==> src/rtl/ysyx_23060111_mc_ctrl.sv <==
// Multi-cycle core controller. It sequences fetch, execute, memory and
// write-back phases, counts retired instructions and stops the core on an
// invalid opcode, an ebreak, a bus timeout or a misaligned next pc.
module ysyx_23060111_mc_ctrl #(
  parameter int unsigned     XLEN     = 32,
  parameter logic [XLEN-1:0] RESET_PC = 32'h8000_0000,
  parameter int unsigned     TMO      = 255
) (
  input  logic            clk,
  input  logic            rst,

  // Instruction fetch
  output logic            ifu_req_valid,
  input  logic            ifu_req_ready,
  output logic [XLEN-1:0] ifu_addr,
  input  logic            ifu_resp_valid,
  input  logic [31:0]     ifu_resp_data,
  output logic [31:0]     inst,

  // Decode / execute
  input  logic            dec_inv,
  input  logic            dec_ebreak,
  input  logic            dec_load,
  input  logic            dec_store,
  input  logic [XLEN-1:0] exu_dnpc,
  input  logic            rf_wen_in,
  output logic            rf_wen,

  // Load / store
  output logic            lsu_req_valid,
  input  logic            lsu_req_ready,
  input  logic            lsu_resp_valid,

  // Status
  output logic [XLEN-1:0] pc,
  output logic            retire,
  output logic [31:0]     retire_cnt,
  output logic            halted,
  output logic            inv_flag,
  output logic            bus_err
);

  typedef enum logic [2:0] {
    StFetchReq,
    StFetchWait,
    StExec,
    StMemReq,
    StMemWait,
    StWb,
    StHalt
  } state_e;

  localparam logic [8:0] TmoLim = TMO[8:0];

  state_e          state_q;
  logic [XLEN-1:0] pc_q;
  logic [31:0]     inst_q;
  logic [31:0]     retire_cnt_q;
  logic [7:0]      wait_cnt_q;
  logic            inv_q;
  logic            err_q;
  logic            halted_q;

  logic            tmo_hit;
  logic            dnpc_misaligned;

  // wait_cnt_q holds the cycles already spent in this phase; the current
  // cycle is the (wait_cnt_q + 1)-th, so TMO cycles without a handshake expire.
  assign tmo_hit         = ({1'b0, wait_cnt_q} + 9'd1) >= TmoLim;
  assign dnpc_misaligned = exu_dnpc[1:0] != 2'b00;

  // Controller state, architectural registers and sticky flags.
  always_ff @(posedge clk or posedge rst) begin
    if (rst) begin
      state_q      <= StFetchReq;
      pc_q         <= RESET_PC;
      inst_q       <= 32'd0;
      retire_cnt_q <= 32'd0;
      wait_cnt_q   <= 8'd0;
      inv_q        <= 1'b0;
      err_q        <= 1'b0;
      halted_q     <= 1'b0;
    end else begin
      unique case (state_q)
        StFetchReq: begin
          if (ifu_req_ready) begin
            state_q    <= StFetchWait;
            wait_cnt_q <= 8'd0;
          end else if (tmo_hit) begin
            state_q    <= StHalt;
            err_q      <= 1'b1;
            halted_q   <= 1'b1;
            wait_cnt_q <= 8'd0;
          end else begin
            wait_cnt_q <= wait_cnt_q + 8'd1;
          end
        end

        StFetchWait: begin
          if (ifu_resp_valid) begin
            inst_q     <= ifu_resp_data;
            state_q    <= StExec;
            wait_cnt_q <= 8'd0;
          end else if (tmo_hit) begin
            state_q    <= StHalt;
            err_q      <= 1'b1;
            halted_q   <= 1'b1;
            wait_cnt_q <= 8'd0;
          end else begin
            wait_cnt_q <= wait_cnt_q + 8'd1;
          end
        end

        StExec: begin
          wait_cnt_q <= 8'd0;
          if (dec_inv) begin
            state_q  <= StHalt;
            inv_q    <= 1'b1;
            halted_q <= 1'b1;
          end else if (dec_ebreak) begin
            state_q  <= StHalt;
            halted_q <= 1'b1;
          end else if (dec_load || dec_store) begin
            state_q <= StMemReq;
          end else begin
            state_q <= StWb;
          end
        end

        StMemReq: begin
          if (lsu_req_ready) begin
            state_q    <= StMemWait;
            wait_cnt_q <= 8'd0;
          end else if (tmo_hit) begin
            state_q    <= StHalt;
            err_q      <= 1'b1;
            halted_q   <= 1'b1;
            wait_cnt_q <= 8'd0;
          end else begin
            wait_cnt_q <= wait_cnt_q + 8'd1;
          end
        end

        StMemWait: begin
          if (lsu_resp_valid) begin
            state_q    <= StWb;
            wait_cnt_q <= 8'd0;
          end else if (tmo_hit) begin
            state_q    <= StHalt;
            err_q      <= 1'b1;
            halted_q   <= 1'b1;
            wait_cnt_q <= 8'd0;
          end else begin
            wait_cnt_q <= wait_cnt_q + 8'd1;
          end
        end

        StWb: begin
          // The instruction still commits on a misaligned target; only the
          // pc update is suppressed and the core stops afterwards.
          wait_cnt_q   <= 8'd0;
          retire_cnt_q <= retire_cnt_q + 32'd1;
          if (dnpc_misaligned) begin
            state_q  <= StHalt;
            err_q    <= 1'b1;
            halted_q <= 1'b1;
          end else begin
            pc_q    <= exu_dnpc;
            state_q <= StFetchReq;
          end
        end

        StHalt: begin
          wait_cnt_q <= 8'd0;
        end

        default: begin
          state_q  <= StHalt;
          halted_q <= 1'b1;
        end
      endcase
    end
  end

  // Phase-owned strobes, held low while reset is asserted.
  always_comb begin
    ifu_req_valid = 1'b0;
    lsu_req_valid = 1'b0;
    rf_wen        = 1'b0;
    retire        = 1'b0;
    if (!rst) begin
      ifu_req_valid = state_q == StFetchReq;
      lsu_req_valid = state_q == StMemReq;
      rf_wen        = (state_q == StWb) && rf_wen_in;
      retire        = state_q == StWb;
    end
  end

  assign ifu_addr   = pc_q;
  assign pc         = pc_q;
  assign inst       = inst_q;
  assign retire_cnt = retire_cnt_q;
  assign halted     = halted_q;
  assign inv_flag   = inv_q;
  assign bus_err    = err_q;

endmodule

==> config.mk <==
export PLATFORM = sky130hd
export DESIGN_NAME = ysyx_23060111_mc_ctrl
export DESIGN_NICKNAME = d
export VERILOG_FILES = /design/src/rtl/ysyx_23060111_mc_ctrl.sv
export SDC_FILE = /design/constraint.sdc
export NUM_CORES = 1
export LEC_CHECK = 0
export ABC_AREA = 1
export ABC_CLOCK_PERIOD_IN_PS = 5300
export CAP_MARGIN = 25
export CORE_AREA = 4 4 116 118
export CTS_CLUSTER_DIAMETER = 40
export DETAILED_ROUTE_END_ITERATION = 10
export DIE_AREA = 0 0 120 122
export PLACE_DENSITY_LB_ADDON = 0.2
export SYNTH_ARGS = -nofsm -noshare
export SYNTH_HDL_FRONTEND = slang
export SYNTH_SLANG_ARGS = --single-unit
==> constraint.sdc <==
create_clock -name clk -period 5.3 [get_ports clk]
set_clock_uncertainty 0.05 [all_clocks]
set_input_delay 1.06 -clock clk [delete_from_list [all_inputs] [get_ports clk]]
set_output_delay 1.06 -clock clk [all_outputs]
set_load 0.005 [all_outputs]
## After elaboration in Yosys (flattened, before gate mapping)

Cells that the tools add are included.

- Logic and storage cells: 73
- Bits of input ports: 75
- Output and inout bits: 135
- Register bits: 110

- $lt $le $gt $ge: 1
- Muxes and demuxes: 35
- Bitwise logic cells: 2
- Add/sub/neg operators: 3
- Equal/unequal tests: 12
- Reductions and logical operators: 12

Operators with widths:

| kind | count |
|---|---|
| 8-bit two-way mux | 5 |
| 8-bit one-hot mux with 5 select lines | 1 |
| 32-bit by 1-bit adder with 32-bit output, second input constant | 1 |
| 3-bit two-way mux | 9 |
| 3-bit one-hot mux with 7 select lines | 1 |
| 1-bit two-way mux | 17 |
| 2-bit != test, second input constant | 5 |
| 5-bit nonzero test | 2 |
| 8-bit by 1-bit adder with 9-bit output, second input constant | 1 |
| 3-bit == test, second input constant | 3 |
| 9-bit by 8-bit greater-or-equal comparator with 1-bit output, second input constant | 1 |
| 8-bit by 1-bit adder with 8-bit output, second input constant | 1 |
| 1-bit one-hot mux with 7 select lines | 1 |
| 7-bit AND reduction | 1 |
| 3-bit by 2-bit == test with 1-bit output, second input constant | 2 |
| 2-bit AND reduction | 3 |
| 6-bit AND reduction | 1 |
| 1-bit one-hot mux with 5 select lines | 1 |
| 3-bit by 1-bit == test with 1-bit output, second input constant | 1 |
| 3-bit zero test | 1 |
| 3-bit != test, second input constant | 1 |
| 3-bit OR reduction | 1 |
| 1-bit NOT | 2 |
| 2-bit nonzero test | 1 |
| other kinds (2) | 2 |

## Longest topological paths before layout

- Depth after elaboration: 5
- Mapped depth: 12
- Gate-level depth less buffers: 12

## Least setup slack after synthesis

OpenSTA, ideal clock, no wires.

- Path type: input to output
- Start point: input rf_wen_in
- End point: output rf_wen
- Cell stages on the path: 2
- Path buffers: 0
- Slack: 2.992 ns
- Data required time: 4.190 ns
- Arrival: 1.198 ns
- Cells stage by stage: nand2_1 -> nor2_1

- Word-level cells in the longest chain between the ends: 2

RTL lines:

| item | RTL line | source |
|---|---|---|
| start, declared | 26 | `input logic rf_wen_in,` |
| 1-bit logical AND | 194 | `rf_wen = (state_q == StWb) && rf_wen_in;` |
| 1-bit two-way mux | 191 | `if (!rst) begin` |
| end, declared | 27 | `output logic rf_wen,` |

Every way passes these cells.

## Worst setup path after layout

- Start point: input rst
- End point: output rf_wen

- Word-level cells in the longest chain between the ends: 1

RTL lines:

| item | RTL line | source |
|---|---|---|
| start, declared | 10 | `input logic rst,` |
| 1-bit two-way mux | 191 |  |

Every way passes these cells.

==> metrics <==
status=finished clean; htree depth=3; commonest non-fill, non-tap cells in the layout=274 x nand2_1, 209 x clkdlybuf4s50_1, 109 x dfrtp_1; synthesized area per cell=8.27 µm²; final setup vio count=0; first-pass GRT wire length=23.5 mm; maximum net fanout on the critical path=5; Post-CTS Hold Buffers=0; Multi-input gate area=0.00207 mm²; final worst slack=1.93 ns; Sw Share=29.7%; Clock Path Buffers=2; # rows=41; power per cell area=387 mW/mm²; Die Height=122 µm; Tmin final=3.37 ns; RSZ-0062 raised after global routing=false; critical path required time=4.19 ns; mux share of post-synthesis cell area=0%; slowest stage cell, crit path=clkdlybuf4s50_1; area delta synth->final=43.8%; DR iter-0 viols=318; layout cells sized above 1=5.40%; Adder-Cell Fraction of Synth Area=0.698%; top cells by area, synth=dfrtp_1 51%, nand2_1 19%, buf_4 4.5%; starting density of the core=43.1%; GPL Wtd Cong=0.923; # fillers=1096; ANT cells=0; # resized after CTS=0; final worst path period share=63.6%; Slew @ Worst Pin=0.874 ns; Setup Total Neg Slack=0 ns; #FFs+latches synth=110; Synth Area in Simple Gates=31.6%; Logic pwr share=36.0%; yosys synthesis warning count=0; gr ovfl total=0; max_cap viols=0; Max Clock Freq=297 MHz; Rel. slew slack=41.7%; number of iterations in the first detailed-routing pass=4; Compound-Gate Fraction of Synth Area=1.61%; net count after synthesis=728; Via density=4.76; Vias=4793; final slew viol count=0; Clock power frac=23.3%; ANT nets after route=0; post-route cell area=0.00773 mm²; worst hold path class=reg -> reg; sequential power share=40.8%; CTS tree=yes; # Post-CTS Setup Buffers=0; Seq/Total Area, Yosys=51.2%; Synth top area share=50.7%; Top Ports=210; clk_lat worst skew=0.35 ns; initial antenna violation count=0; post-route DRC violation count=0; crit-path cells=clkdlybuf4s50_1, nor2_1, clkdlybuf4s50_1; non-filler cells, final=1006; xor and xnor area share after synthesis=4.56%; Psw=890 µW; number of global-route vias before repair=4797; Worst path most repeated cell=clkdlybuf4s50_1; Worst path max stage delay=0.53 ns; final net count=907; final wirelength=14.5 mm; Setup crit end kind=primary output; DP Cell Count=989; core area=0.0125 mm²; clk sinks=110; kind of critical path=in -> out; dpl cell area=0.00740 mm²; Chip Width=120 µm; critical path startpoint category=input port; Wirelength per Cell=14.4 µm; commonest non-fill, non-tap cell in the layout=nand2_1; synth unique cells=34; IO Port Bufs=209; synthesized cell area=0.00538 mm²; Leak=0.00381 µW; Root Buffer=clkbuf_16; combinational family with the most area after synthesis=simple AND/OR/NAND/NOR gates; final hold vios=0; P_int=2100 µW; Cells after Synth=650; Reg area=0.00275 mm²; Reg clk slew, reported paths=0.07 ns; CTS buffer count=9; full die area=0.0146 mm²; hpwl dp=11.0 mm; Peak VDD IR=0.000202 V; pin count of the biggest net entering global routing=42; Synth area leader=dfrtp_1; Worst Path Arrival=2.26 ns; worst slack, placed=1.93 ns; GRT Util Overall=19.9%
metrics by stage:
| step | util [%] | hold slack (ns) | power [µW] |
|---|---|---|---|
| floorplan | - | 0.407 | 1710 |
| global placement | 59.3 | 0.408 | 2280 |
| detailed placement | 59.3 | 0.417 | 2320 |
| CTS | 61.8 | 0.439 | 3030 |
| global route | 62.0 | 0.460 | 3180 |
| finish | 62.0 | 0.433 | 2990 |
kinds of logic after synthesis:
logic type / Yosys count
simple gates: 387
xor+xnor: 28
flops: 110
fa+ha+maj: 3
buf+inv: 108
compound gates: 14
sequential cells by signal, summed over array words and instances, names as in the netlist:
register,cells
bus_err,1
inst,32
ifu_addr,32
wait_cnt_q,8
retire_cnt,32
halted,1
state_q,3
inv_flag,1
cell usage after synthesis, drive strengths merged:
library cell,n
clkbuf,8
ha,3
nand3,31
buf,38
nor3,15
nand4,10
xnor2,8
nand2,277
o21bai,2
xor2,20
nor2,43
nand3b,5
dfstp,1
or2,3
dfrtp,109
nor4,3
a21oi,4
o21ai,8
inv,62
worst paths after layout:
path	slack [ns]	from	cells past startpoint	end
max	1.93	rst	3	rf_wen
min	0.43	inst[23]	2	inst[23]
max reg2reg	3.10	state_q[1]	7	ifu_addr[8]
min reg2reg	0.43	inst[23]	2	inst[23]
max in group asynchronous	3.21	rst	3	retire_cnt[24]
min in group asynchronous	1.12	rst	2	inst[14]
routing by layer:
| metal | track usage [%] | up-vias | share of wire [%] |
|---|---|---|---|
| met1 | 24.4 | 2266 | 42 |
| met2 | 32.7 | 181 | 47 |
| met3 | 6.55 | 20 | 8.8 |
| met4 | 7.87 | 0 | 1.9 |
| li1 | - | 2326 | - |
| met5 | 0 | - | 0 |
power groups by stage:
stage / logic, µW / clock network (µW) / registers [µW]
2_1_floorplan: 501 / 0 / 1210
4_1_cts: 1090 / 722 / 1220
3_5_place_dp: 1090 / 0 / 1230
5_1_grt: 1180 / 751 / 1250
3_3_place_gp: 1060 / 0 / 1220
6_report: 1080 / 696 / 1220
cell type report:
| type | count | share of cell area [%] |
|---|---|---|
| multi-input combinational | 432 | 26.8 |
| tap | 172 | 2.78 |
| inverter | 62 | 3.04 |
| sequential | 110 | 35.6 |
| clock buffer | 12 | 3.32 |
| timing repair buffer | 214 | 27.8 |
| clock inverter | 4 | 0.680 |
worst max-delay path, delay by kind of cell:
kind / cells / cell delay [ns]
and+or+nand+nor: 1 / 0.15
buffers and inverters: 2 / 1.05
(Power assumes the default switching activity.)
